===== config.mk =====
export PLATFORM = sky130hd
export DESIGN_NAME = adc_frame_controller
export DESIGN_NICKNAME = d
export VERILOG_FILES = /design/src/rtl/adc_pkg.sv /design/src/rtl/adc_iir_channel.sv /design/src/rtl/adc_frame_controller.sv
export SDC_FILE = /design/constraint.sdc
export NUM_CORES = 1
export LEC_CHECK = 0
export CAP_MARGIN = 30
export CORE_UTILIZATION = 28
export DETAILED_ROUTE_END_ITERATION = 8
export GPL_ROUTABILITY_DRIVEN = 0
export MAX_ROUTING_LAYER = met4
export PLACE_DENSITY = 0.57
export RECOVER_POWER = 25
export SYNTH_ARGS = -nofsm -noshare
export SYNTH_HDL_FRONTEND = slang
export SYNTH_HIERARCHICAL = 1
export SYNTH_SLANG_ARGS = --single-unit

===== constraint.sdc =====
create_clock -name i_clock -period 8.3 [get_ports i_clock]
set_clock_uncertainty 0.2 [all_clocks]
set_input_delay 1.66 -clock i_clock [delete_from_list [all_inputs] [get_ports i_clock]]
set_output_delay 1.66 -clock i_clock [all_outputs]
set_load 0.02 [all_outputs]

===== src/rtl/adc_pkg.sv =====
// Shared types, widths and helpers for the ADC frame controller slice.
package adc_pkg;

  localparam int unsigned DATA_W          = 16;
  localparam int unsigned CNT_W           = 8;
  localparam int unsigned ADC_MAX_DEFAULT = 4095;

  typedef enum logic [2:0] {
    ST_IDLE,
    ST_SETTLE,
    ST_CHECK,
    ST_FILTER,
    ST_PRESENT
  } state_e;

  typedef struct packed {
    logic [DATA_W-1:0] ch0;
    logic [DATA_W-1:0] ch1;
  } frame_t;

  function automatic logic [CNT_W-1:0] sat_inc(input logic [CNT_W-1:0] v);
    return (v == '1) ? v : v + CNT_W'(1);
  endfunction

endpackage


===== src/rtl/adc_iir_channel.sv =====
// One smoothing channel: first sample after priming loads directly, later
// samples move the output a 2^-SMOOTH_SHIFT fraction toward the new value.
module adc_iir_channel
  import adc_pkg::*;
#(
  parameter int unsigned SMOOTH_SHIFT = 2,
  parameter int unsigned ADC_MAX      = ADC_MAX_DEFAULT
) (
  input  logic              i_clock,
  input  logic              i_reset,
  input  logic              en_i,
  input  logic              load_i,
  input  logic [DATA_W-1:0] sample_i,
  output logic [DATA_W-1:0] value_o
);

  localparam logic signed [DATA_W:0] MAX_S = (DATA_W+1)'(ADC_MAX);

  logic [DATA_W-1:0]        value_q, value_d;
  logic signed [DATA_W:0]   diff_c, step_c, sum_c;

  always_comb begin
    diff_c  = $signed({1'b0, sample_i}) - $signed({1'b0, value_q});
    step_c  = diff_c >>> SMOOTH_SHIFT;
    sum_c   = $signed({1'b0, value_q}) + step_c;
    value_d = value_q;
    if (en_i) begin
      if (load_i) begin
        value_d = sample_i;
      end else if (sum_c[DATA_W]) begin
        value_d = '0;
      end else if (sum_c > MAX_S) begin
        value_d = DATA_W'(ADC_MAX);
      end else begin
        value_d = sum_c[DATA_W-1:0];
      end
    end
  end

  always_ff @(posedge i_clock or posedge i_reset) begin
    if (i_reset) value_q <= '0;
    else         value_q <= value_d;
  end

  assign value_o = value_q;

endmodule


===== src/rtl/adc_frame_controller.sv =====
// Synchronizes SPI frame-complete, settles/captures two ADC samples, rejects
// out-of-range frames, smooths and presents them, and watches link health.
module adc_frame_controller
  import adc_pkg::*;
#(
  parameter int unsigned TIMEOUT_CYCLES = 65536,
  parameter int unsigned SMOOTH_SHIFT   = 2,
  parameter int unsigned ADC_MAX        = ADC_MAX_DEFAULT
) (
  input  logic              i_clock,
  input  logic              i_reset,
  input  logic              i_data_received,
  input  logic [DATA_W-1:0] i_data0,
  input  logic [DATA_W-1:0] i_data1,
  input  logic              i_ready,
  output logic              o_valid,
  output logic [DATA_W-1:0] o_pitch,
  output logic [DATA_W-1:0] o_harmonics,
  output logic              o_link_ok,
  output logic [CNT_W-1:0]  o_error_count,
  output logic [CNT_W-1:0]  o_overrun_count
);

  localparam int unsigned       WD_W     = $clog2(TIMEOUT_CYCLES + 1);
  localparam logic [WD_W-1:0]   WD_LIMIT = WD_W'(TIMEOUT_CYCLES);
  localparam logic [DATA_W-1:0] MAX_W    = DATA_W'(ADC_MAX);

  // [0],[1] synchronizer stages, [2] previous synchronized level
  logic [2:0]       sync_q;
  logic             frame_evt_c;
  logic [WD_W-1:0]  wd_q;
  logic             timeout_c;

  state_e           state_q;
  logic             settle_q;
  frame_t           hold_q;
  logic             valid_q;
  logic             link_q;
  logic             primed_q;
  logic [CNT_W-1:0] err_q;
  logic [CNT_W-1:0] ovr_q;
  logic             filt_en_c;

  assign frame_evt_c = sync_q[1] & ~sync_q[2];
  assign timeout_c   = (wd_q == WD_LIMIT);
  assign filt_en_c   = (state_q == ST_FILTER);

  always_ff @(posedge i_clock or posedge i_reset) begin
    if (i_reset) sync_q <= '0;
    else         sync_q <= {sync_q[1:0], i_data_received};
  end

  always_ff @(posedge i_clock or posedge i_reset) begin
    if (i_reset)          wd_q <= '0;
    else if (frame_evt_c) wd_q <= '0;
    else if (!timeout_c)  wd_q <= wd_q + WD_W'(1);
  end

  always_ff @(posedge i_clock or posedge i_reset) begin
    if (i_reset) begin
      state_q  <= ST_IDLE;
      settle_q <= 1'b0;
      hold_q   <= '0;
      valid_q  <= 1'b0;
      link_q   <= 1'b0;
      primed_q <= 1'b0;
      err_q    <= '0;
      ovr_q    <= '0;
    end else begin
      // Lost link forgets the filter history so the next good frame loads directly
      if (timeout_c) begin
        link_q   <= 1'b0;
        primed_q <= 1'b0;
      end
      case (state_q)
        ST_IDLE: begin
          if (frame_evt_c) begin
            state_q  <= ST_SETTLE;
            settle_q <= 1'b0;
          end
        end
        ST_SETTLE: begin
          if (settle_q) begin
            hold_q  <= '{ch0: i_data0, ch1: i_data1};
            state_q <= ST_CHECK;
          end else begin
            settle_q <= 1'b1;
          end
        end
        ST_CHECK: begin
          if ((hold_q.ch0 > MAX_W) || (hold_q.ch1 > MAX_W)) begin
            err_q   <= sat_inc(err_q);
            state_q <= ST_IDLE;
          end else begin
            link_q  <= 1'b1;
            state_q <= ST_FILTER;
          end
        end
        ST_FILTER: begin
          primed_q <= 1'b1;
          valid_q  <= 1'b1;
          state_q  <= ST_PRESENT;
        end
        ST_PRESENT: begin
          // An accepted frame is not an overrun even if a new one lands the same cycle
          if (i_ready) begin
            valid_q  <= 1'b0;
            settle_q <= 1'b0;
            state_q  <= frame_evt_c ? ST_SETTLE : ST_IDLE;
          end else if (frame_evt_c) begin
            ovr_q    <= sat_inc(ovr_q);
            valid_q  <= 1'b0;
            settle_q <= 1'b0;
            state_q  <= ST_SETTLE;
          end
        end
        default: state_q <= ST_IDLE;
      endcase
    end
  end

  adc_iir_channel #(.SMOOTH_SHIFT(SMOOTH_SHIFT), .ADC_MAX(ADC_MAX)) u_pitch (
    .i_clock  (i_clock),
    .i_reset  (i_reset),
    .en_i     (filt_en_c),
    .load_i   (~primed_q),
    .sample_i (hold_q.ch0),
    .value_o  (o_pitch)
  );

  adc_iir_channel #(.SMOOTH_SHIFT(SMOOTH_SHIFT), .ADC_MAX(ADC_MAX)) u_harm (
    .i_clock  (i_clock),
    .i_reset  (i_reset),
    .en_i     (filt_en_c),
    .load_i   (~primed_q),
    .sample_i (hold_q.ch1),
    .value_o  (o_harmonics)
  );

  assign o_valid         = valid_q;
  assign o_link_ok       = link_q;
  assign o_error_count   = err_q;
  assign o_overrun_count = ovr_q;

endmodule


==> impl_metrics.py, run 1 <==
metrics = {
    "status": {
        "status": "finished, violations left",
        "violations": "capacitance limit, slew limit",
    },
    "floorplanning": {
        "start_util_pct": 28.4,
        "core_um2": 26900,
        "die_x_um": 167,
        "die-area_um2": 28000,
        "die_h_um": 167,
        "num_rows": 60,
        "ios": 86,
    },
    "yosys": {
        "ys_seq_area_share_pct": 35.0,
        "syn_nets": 919,
        "synth_mux_area_share_pct": 5.40,
        "synth-xor-area-share_pct": 7.67,
        "synthSimpleGateAreaFrac_pct": 15.4,
        "synth_edf_count": 0,
        "synth_top_family_by_area": "compound AO/OA/AOI/OAI gates",
        "syn-mean-instance-area_um2": 9.43,
        "synthDistinctLibCells": 85,
        "synth_compound_area_share_pct": 19.6,
        "synth-seq-cells": 107,
        "synth_ff_type": "dfrtp_1",
        "synth_fa_ha_area_share_pct": 12.0,
        "synthCells": 811,
        "synthArstFlopShare_pct": 100,
        "syn_area_um2": 7650,
        "yosys_warnings": 6,
    },
    "place": {
        "port_buffers": 85,
        "hpwl_mm": 14.4,
    },
    "layout": {
        "areaGrowthSynthToFinish_pct": 19.4,
        "layout-drive-gt1-share_pct": 10.6,
        "fillCellCount": 2736,
        "final_cell_mix": "107 x dfrtp_1, 70 x nor2_1, 70 x ha_1, 63 x nand2_1, 62 x clkdlybuf4s50_1",
        "final_common_cell": "dfrtp_1",
        "fin_nets": 1001,
    },
    "sta": {
        "fin_setup_tns_ps": 0,
        "maxSlewHeadroom_pct": -68.4,
        "fmax_mhz": 192,
        "min_period_over_period_pct": 62.8,
        "rsz0062_at_grt": "false",
        "drv_slew": 56,
        "fin_crit_ps": 5210,
        "setup_violations": 0,
        "hold_viol": 0,
        "tightest_slew_ps": 2530,
    },
    "cts": {
        "root_buffer": "clkbuf_16",
        "clkSinkCount": 107,
        "clk_latency_ps": 370,
        "clk_path_buf_depth": 2,
        "clkSlewWorstSetupHoldPaths_ps": 80,
        "cts_tree": "yes",
        "hold_buffers": 0,
        "postCtsSetupBuffers": 0,
        "htreeDepth": 3,
        "cts_made_buffers": 9,
        "ctsResizeCount": 0,
    },
    "drt": {
        "routed_wl_mm": 19.2,
        "drtIter0Drc": 332,
        "drtPass1Iterations": 4,
        "wl_per_cell_um": 15.5,
        "vias_per_cell": 5.03,
        "route.vias.total": 6246,
        "drtAntennaViolNets": 0,
        "drc_errors": 0,
    },
    "global_routing": {
        "grt_pass1_wl_mm": 32.2,
        "grt_pass1_vias": 6160,
        "grtUsageMet2_pct": 22.7,
        "top_usage_layer": "met2",
        "globalRoute.totalOverflow": 0,
        "grt.met1_usage_pct": 19.7,
        "grtUsageTotal_pct": 14.8,
        "grt_max_degree": 61,
        "grtUsageMet3_pct": 2.20,
        "antenna_found_initial": 2,
    },
    "setup_path": {
        "critical_path_class": "reg2reg",
        "crit_path_end_kind": "flip-flop",
        "critPathMaxFanout": 12,
        "cp-start-kind": "flip-flop",
        "cp_data_arrival_time_ps": 5130,
        "regToRegSetupSlack_ps": 3090,
        "required_ps": 8230,
    },
    "run": {
        "maxCapViolations": 1,
    },
    "min_path": {
        "hold_class": "reg2reg",
    },
}
[state kept, by name (all words and copies together) (netlist names)]
register / count
o_valid: 1
o_overrun_count: 8
state_q: 3
o_link_ok: 1
primed_q: 1
hold_q: 32
wd_q: 17
sync_q: 3
o_error_count: 8
u_harm/value_o: 16
u_pitch/value_o: 16
settle_q: 1
[cells in the mapped netlist, types with 2 or more instances]
| cell type | number | share of area (%) |
|---|---|---|
| a211o_1 | 2 | 0.23 |
| a211oi_1 | 6 | 0.59 |
| a21boi_0 | 2 | 0.20 |
| a21o_1 | 12 | 1.2 |
| a21oi_1 | 42 | 2.7 |
| a22oi_1 | 7 | 0.69 |
| a31oi_1 | 14 | 1.1 |
| and2_1 | 4 | 0.33 |
| and2b_2 | 2 | 0.23 |
| and3_1 | 6 | 0.49 |
| and4_1 | 4 | 0.46 |
| buf_2 | 4 | 0.26 |
| buf_6 | 3 | 0.44 |
| clkbuf_1 | 9 | 0.44 |
| clkbuf_8 | 2 | 0.36 |
| dfrtp_1 | 107 | 35 |
| fa_1 | 2 | 0.52 |
| ha_1 | 70 | 11 |
| inv_1 | 55 | 2.7 |
| mux2_2 | 34 | 5.0 |
| mux2i_1 | 3 | 0.39 |
| nand2_1 | 63 | 3.1 |
| nand2b_1 | 7 | 0.57 |
| nand3_1 | 24 | 1.6 |
| nand4_1 | 13 | 1.1 |
| nor2_1 | 72 | 3.5 |
| nor2b_1 | 6 | 0.49 |
| nor3_1 | 13 | 0.85 |
| nor3b_1 | 2 | 0.20 |
| nor4_1 | 8 | 0.65 |
| nor4b_1 | 3 | 0.34 |
| o211ai_1 | 4 | 0.39 |
| o211ai_2 | 2 | 0.33 |
| o21a_1 | 12 | 1.2 |
| o21ai_0 | 44 | 2.9 |
| o21ai_1 | 7 | 0.46 |
| o21ai_2 | 3 | 0.34 |
| o21bai_1 | 4 | 0.39 |
| o22ai_1 | 2 | 0.16 |
| o311ai_1 | 6 | 0.69 |
| o31ai_1 | 4 | 0.39 |
| o31ai_2 | 10 | 1.6 |
| or3_1 | 5 | 0.41 |
| xnor2_1 | 38 | 4.4 |
| xor2_1 | 29 | 3.3 |
[routing by layer]
layer	part of all wire [%]	vias up	wire, um
met4	2.3	0	448
met5	0	-	0
met1	50	2986	9530
met3	3.8	26	740
li1	-	3104	-
met2	44	130	8500
[path summary, 6_finish.rpt]
| check | cells after the start | start | end |
|---|---|---|---|
| worst max-delay path | 19 | u_harm/value_o[2]$_DFFE_PP0P_ | u_harm/value_o[10]$_DFFE_PP0P_ |
| worst min-delay path | 0 | sync_q[0]$_DFF_PP0_ | sync_q[1]$_DFF_PP0_ |
| worst max register to register | 19 | u_harm/value_o[2]$_DFFE_PP0P_ | u_harm/value_o[10]$_DFFE_PP0P_ |
| worst min register to register | 0 | sync_q[0]$_DFF_PP0_ | sync_q[1]$_DFF_PP0_ |
| max in group asynchronous | 3 | i_reset | wd_q[12]$_DFFE_PP0P_ |
| min in group asynchronous | 2 | i_reset | hold_q[14]$_DFFE_PP0P_ |
[stage by stage]
| step | cells | cell area [um2] | hold slack, ps | utilization, % | worst slack [ps] |
|---|---|---|---|---|---|
| final | 1241 | 9130 | 153 | 34.0 | 3090 |
| after CTS | 1239 | 9130 | 156 | 34.0 | 3220 |
| after global placement | 1221 | 8820 | 135 | 32.8 | 3320 |
| after detailed placement | 1223 | 8850 | 139 | 32.9 | 3250 |
| after global routing | 1241 | 9130 | 158 | 34.0 | 2610 |
| after floorplan | 811 | 7650 | 131 | - | 3610 |
[worst max-delay path, stage by stage (launching register included)]
cell,delay [ps]
dfrtp_1,420
inv_1,60
ha_1,310
a21o_1,190
a31oi_1,290
o21ai_1,240
a311o_1,440
a21oi_1,230
o21bai_1,120
a21oi_1,180
xnor2_1,140
ha_1,290
and4_2,260
nand3_1,80
o211ai_1,120
or4b_1,510
a21boi_2,160
a32oi_2,170
o311ai_1,430
a31oi_1,130
[kinds of logic after synthesis]
group	count (synthesis)
compound gates	209
mux	37
flops	107
xor+xnor	67
simple gates	241
buf+inv	78
fa+ha+maj	72
[final cells by class]
cell class              count  area (um2)  area share (%)
diodes                      2        5.00          0.0548
clock buffers               9         225            2.47
flip-flops and latches    107        2680            29.3
well taps                 341         427            4.67
inverters                  56         211            2.32
multi-input cells         626        4610            50.5
clock inverters             7        58.8           0.644
repair buffers             93         920            10.1
Power of run 1 is left out: the tool's default activity adds up to more than one toggle a clock period on the data nets, which glitch-free logic cannot reach.
==> inputs of run 2 (changes only) <==
--- a/config.mk
+++ b/config.mk
@@ -10,7 +10,7 @@
 export DETAILED_ROUTE_END_ITERATION = 8
 export GPL_ROUTABILITY_DRIVEN = 0
 export MAX_ROUTING_LAYER = met4
-export PLACE_DENSITY = 0.57
+export PLACE_DENSITY = 0.58
 export RECOVER_POWER = 25
 export SYNTH_ARGS = -nofsm -noshare
 export SYNTH_HDL_FRONTEND = slang
==> constraint.sdc (replaced) <==
create_clock -name i_clock -period 4.55 [get_ports i_clock]
set_clock_uncertainty 0.2 [all_clocks]
set_input_delay 0.91 -clock i_clock [delete_from_list [all_inputs] [get_ports i_clock]]
set_output_delay 0.91 -clock i_clock [all_outputs]
set_load 0.02 [all_outputs]
==> run 2 against run 1 <==
- the run ends with capacitance limit, slew limit, setup timing left
- maximum frequency increased by 14%
- sequential share of layout area decreased by 2.7 points
- critical endpoint is now u_harm/value_o[7]$_DFFE_PP0P_
- critical path depth unchanged
- worst hold slack improved by 1.4 ps
- register-to-register slack got worse by 3100 ps
- largest cell class unchanged
- worst setup slack got worse by 3100 ps
- final area increased by 10%
- critical path type unchanged
- via count increased by 5.8%
- wire length increased by 8.9%
==> impl_metrics.py, run 2 (same netlist as run 1, synthesis figures left out) <==
metrics = {
    "sta": {
        "fin_crit_ps": 4590,
        "min_period_over_period_pct": 101,
        "drv_slew": 47,
        "tightest_slew_ps": 2150,
        "hold_viol": 0,
        "worst_slack_ps": -38.9,
        "whs_ps": 154,
        "rsz0062_at_grt": "true",
        "fmax_mhz": 218,
        "maxSlewHeadroom_pct": -43.2,
        "setup_violations": 6,
    },
    "layout": {
        "final_common_cell": "dfrtp_1",
        "diodes": 0,
        "reg_top3": "hold_q (32), wd_q (17)",
        "fillCellCount": 2709,
        "fin_nets": 1073,
        "areaGrowthSynthToFinish_pct": 31.7,
        "layout-drive-gt1-share_pct": 22.1,
        "largest_reg_flops": 32,
        "fin_util_pct": 37.5,
        "max_flop_register": "hold_q",
        "final_cell_mix": "106 x dfrtp_1, 83 x clkdlybuf4s50_1, 70 x buf_4, 67 x nor2_1, 63 x nand2_1",
    },
    "cts": {
        "cts_made_buffers": 9,
        "cts_tree": "yes",
        "clk_path_buf_depth": 2,
        "clkSinkCount": 107,
        "htreeDepth": 3,
        "hold_buffers": 0,
        "root_buffer": "clkbuf_16",
        "clkSlewWorstSetupHoldPaths_ps": 90,
        "clk_latency_ps": 360,
    },
    "status": {
        "status": "finished, violations left",
        "violations": "capacitance limit, slew limit, setup timing",
    },
    "floorplanning": {
        "die-area_um2": 28000,
        "start_util_pct": 28.4,
        "ios": 86,
        "die_x_um": 167,
        "core_um2": 26900,
        "num_rows": 60,
        "die_h_um": 167,
    },
    "drt": {
        "drtIter0Drc": 309,
        "drtPass1Iterations": 5,
        "routed_wl_mm": 20.9,
        "wl_per_cell_um": 16.0,
        "route.vias.total": 6608,
        "vias_per_cell": 5.04,
        "drc_errors": 0,
        "drtAntennaViolNets": 0,
    },
    "run": {
        "maxCapViolations": 1,
    },
    "setup_path": {
        "cp_data_arrival_time_ps": 4610,
        "critical_path_class": "reg2reg",
        "regToRegSetupSlack_ps": -40,
        "max_stage_delay_ps": 410,
        "worstPathCellList": "inv_2, ha_4, a21o_1, a31oi_2, o21ai_2, o21a_1, o21a_1, o21a_1, nor2_2, ha_4, a2111o_1, o21ai_2, a211oi_2, o31a_1, o41ai_4, xnor2_2, buf_4, o311ai_2, a31oi_1",
        "crit_path_end_kind": "flip-flop",
        "required_ps": 4570,
        "critPathMaxFanout": 5,
        "cp-start-kind": "flip-flop",
        "critical-path-slowest-cell": "dfrtp_2",
        "cpMostUsedCell": "o21a_1",
    },
    "place": {
        "port_buffers": 85,
        "hpwl_mm": 15.3,
    },
    "global_routing": {
        "grt_pass1_wl_mm": 33.3,
        "grt_max_degree": 55,
        "antenna_found_initial": 0,
        "globalRoute.totalOverflow": 0,
        "grtUsageTotal_pct": 15.2,
        "grt_pass1_vias": 6399,
    },
    "min_path": {
        "hold_class": "reg2reg",
    },
}
## run 2: final cells by class
cell class                 instances  area [um2]  area share (%)
multi-input combinational        627        4980            49.5
clock inverter                     7        57.6           0.572
sequential                       107        2680            26.6
inverter                          56         211            2.10
timing repair buffer             164        1480            14.7
tap                              341         427            4.24
clock buffer                       9         225            2.24
## run 2: layer usage
metal,GRT usage [%],part of all wire [%],wire length (um),vias up
met3,2.06,3.6,752,17
met2,24.2,47,9810,125
met1,20.2,48,10100,3228
li1,-,-,-,3238
met4,4.15,1.2,256,0
met5,-,0,0,-
## run 2: path summary, 6_finish.rpt
kind / to / startpoint / depth (start not counted)
setup / recovery: u_harm/value_o[7]$_DFFE_PP0P_ / u_harm/value_o[2]$_DFFE_PP0P_ / 19
hold / removal: sync_q[1]$_DFF_PP0_ / sync_q[0]$_DFF_PP0_ / 0
setup reg to reg: u_harm/value_o[7]$_DFFE_PP0P_ / u_harm/value_o[2]$_DFFE_PP0P_ / 19
hold reg to reg: sync_q[1]$_DFF_PP0_ / sync_q[0]$_DFF_PP0_ / 0
max in group asynchronous: wd_q[12]$_DFFE_PP0P_ / i_reset / 3
min in group asynchronous: hold_q[11]$_DFFE_PP0P_ / i_reset / 2
## run 2: timing repair
| action | in CTS | in global routing |
|---|---|---|
| buffers inserted | 2 | 9 |
| endpoints found under the setup margin | 19 | 24 |
| pin swaps | 17 | 41 |
| cloned | 0 | 1 |
| resized for setup | 14 | 47 |
## run 2: worst max-delay path, delay by kind of cell, from the launching register on
family | cells | cell delay [ps]
adder cells (fa/ha/maj) | 2 | 440
AO/OA/AOI/OAI | 13 | 2810
XOR/XNOR | 1 | 200
flip-flops | 1 | 410
AND/OR/NAND/NOR | 1 | 140
buffers and inverters | 2 | 250
## run 2: per-stage QoR
step	setup TNS (ps)	worst slack [ps]	instances	area, um2
after floorplan	0	42.9	811	7660
after global placement	-6.32	-6.32	1280	9290
after detailed placement	-227	-63.4	1283	9340
after CTS	-26.1	-26.1	1301	9730
after global routing	-2200	-246	1311	10100
final	-107	-38.9	1311	10100
Power of run 2 is left out for the same reason.
==> inputs of run 3 (changes only) <==
--- a/config.mk
+++ b/config.mk
@@ -12,6 +12,7 @@
 export MAX_ROUTING_LAYER = met4
 export PLACE_DENSITY = 0.58
 export RECOVER_POWER = 25
+export SETUP_SLACK_MARGIN = 0.2
 export SYNTH_ARGS = -nofsm -noshare
 export SYNTH_HDL_FRONTEND = slang
 export SYNTH_HIERARCHICAL = 1
==> run 3 against run 2 <==
- the flow now finishes without violations
- non-clock buffer count grew 5
- maximum frequency grew 3.1%
- critical endpoint is now u_harm/value_o[10]$_DFFE_PP0P_
- utilization grew 1.3 points
- global-route usage grew 0.56 points
- clock-buffer cell count is the same
- via count grew 0.62%
- worst hold slack gained 1.3 ps
- critical path depth is the same
- sequential share of layout area shrank 0.77 points
- wire length grew 3.1%
- worst setup slack gained 140 ps
==> impl_metrics.py, run 3 (same netlist as run 1, synthesis figures left out) <==
metrics = {
    "cts": {
        "clk_latency_ps": 360,
        "clkSlewWorstSetupHoldPaths_ps": 80,
        "hold_buffers": 0,
        "cts_made_buffers": 9,
        "cts_tree": "yes",
        "clk_path_buf_depth": 2,
        "root_buffer": "clkbuf_16",
        "clkSinkCount": 107,
        "htreeDepth": 3,
    },
    "layout": {
        "fin_util_pct": 38.7,
        "reg_top3": "hold_q (32), wd_q (17)",
        "layout-drive-gt1-share_pct": 27.2,
        "max_flop_register": "hold_q",
        "multiInputGateArea_um2": 5260,
        "stdcell_count": 1317,
        "final_common_cell": "dfrtp_1",
        "final_cell_mix": "98 x dfrtp_1, 83 x clkdlybuf4s50_1, 78 x buf_4, 61 x nand2_1, 58 x ha_1",
        "areaGrowthSynthToFinish_pct": 36.1,
        "largest_reg_flops": 32,
        "fin_nets": 1078,
        "fillCellCount": 2666,
        "seq_area_um2": 2690,
    },
    "sta": {
        "tightest_slew_ps": 1050,
        "min_period_over_period_pct": 97.8,
        "hold_viol": 0,
        "drv_slew": 0,
        "fmax_mhz": 225,
        "setup_violations": 0,
        "rsz0062_at_grt": "true",
        "fin_crit_ps": 4450,
        "fin_setup_tns_ps": 0,
        "maxSlewHeadroom_pct": 29.8,
    },
    "global_routing": {
        "grt_max_degree": 55,
        "grtUsageMet2_pct": 25.0,
        "grt_pass1_wl_mm": 34.4,
        "top_usage_layer": "met2",
        "grt.met1_usage_pct": 20.7,
        "grt_pass1_vias": 6574,
        "antenna_found_initial": 1,
        "grtUsageMet3_pct": 2.46,
        "grtUsageTotal_pct": 15.8,
        "globalRoute.totalOverflow": 0,
    },
    "setup_path": {
        "setup.worst_path.start": "u_harm/value_o[2]$_DFFE_PP0P_",
        "r2r_cells": 19,
        "regToRegSetupSlack_ps": 100,
        "cp_data_arrival_time_ps": 4460,
        "crit_path_end_kind": "flip-flop",
        "required_ps": 4560,
        "cp-start-kind": "flip-flop",
        "critPathMaxFanout": 7,
        "critical_path_class": "reg2reg",
        "worstReg2RegStart": "u_harm/value_o[2]$_DFFE_PP0P_",
        "reg2reg_to": "u_harm/value_o[10]$_DFFE_PP0P_",
        "crit_path_end": "u_harm/value_o[10]$_DFFE_PP0P_",
    },
    "drt": {
        "drc_errors": 0,
        "wl_per_cell_um": 16.4,
        "vias_per_cell": 5.05,
        "drtPass1Iterations": 4,
        "drtIter0Drc": 303,
        "drtAntennaViolNets": 0,
        "routed_wl_mm": 21.6,
        "route.vias.total": 6649,
    },
    "floorplanning": {
        "die_x_um": 167,
        "die_h_um": 167,
        "num_rows": 60,
        "die-area_um2": 28000,
        "start_util_pct": 28.4,
        "core_um2": 26900,
        "ios": 86,
    },
    "place": {
        "hpwl_mm": 15.2,
        "port_buffers": 85,
        "placedCellCount": 1276,
    },
    "run": {
        "maxCapViolations": 0,
    },
    "min_path": {
        "hold_class": "reg2reg",
    },
    "status": {
        "status": "complete, no violations",
    },
}
==> run 3: changes by cell type in the layout (fill, tap and decap cells not counted), sizes merged <==
| cell | before | now |
|---|---|---|
| dlymetal6s4s | 1 | 0 |
| buf | 77 | 83 |
| clkinv | 2 | 5 |
| diode | 0 | 1 |
| clkinvlp | 3 | 0 |
==> run 3: worst min path at each step <==
stage                         from             endpoint  slack (ps)  depth (start not counted)
5_1_grt        sync_q[0]$_DFF_PP0_  sync_q[1]$_DFF_PP0_         180                          0
6_report       sync_q[0]$_DFF_PP0_  sync_q[1]$_DFF_PP0_         160                          0
3_5_place_dp   sync_q[0]$_DFF_PP0_  sync_q[1]$_DFF_PP0_         150                          0
3_3_place_gp   sync_q[0]$_DFF_PP0_  sync_q[1]$_DFF_PP0_         130                          0
4_1_cts        sync_q[0]$_DFF_PP0_  sync_q[1]$_DFF_PP0_         160                          0
2_1_floorplan  sync_q[0]$_DFF_PP0_  sync_q[1]$_DFF_PP0_         130                          0
==> run 3: timing repair <==
action / in CTS / in global routing
endpoints found under the setup margin: 24 / 24
gates cloned: 1 / 1
setup buffers: 12 / 10
pin swaps: 26 / 59
gates resized for setup: 46 / 67
==> run 3: through the flow <==
stage                     setup WS, ps  area (um2)  hold slack (ps)
after floorplan                    203        7730              131
after global placement           -26.2        9310              134
after detailed placement         -45.1        9330              146
after CTS                          118        9980              162
after global routing             -51.6       10400              182
final                              100       10400              156
==> run 3: final cells by class <==
cell class | count | area share, %
repair buffers | 169 | 14.7
inverters | 56 | 2.03
clock buffers | 9 | 2.16
well taps | 341 | 4.10
diodes | 1 | 0.0240
multi-input cells | 627 | 50.6
flip-flops and latches | 107 | 25.8
clock inverters | 7 | 0.565
==> run 3: critical path, cell delays in order (launching register included) <==
cell	delay, ps
dfrtp_2	410
inv_2	70
ha_4	200
a21o_1	170
a31oi_4	160
o21ai_2	90
o21a_1	190
o21a_1	180
o21a_1	200
nor2_1	130
ha_1	300
a2111o_1	400
o21ai_2	100
a211oi_2	90
or4b_1	540
a21boi_2	190
a32oi_4	130
buf_6	180
o311ai_4	250
a31oi_1	110
==> run 3: routing by layer <==
layer  share of wire [%]  wire [um]
met2                  47      10200
met5                   0          0
met4                 1.6        348
met1                  48      10300
met3                 3.7        798
Power of run 3 is left out for the same reason.
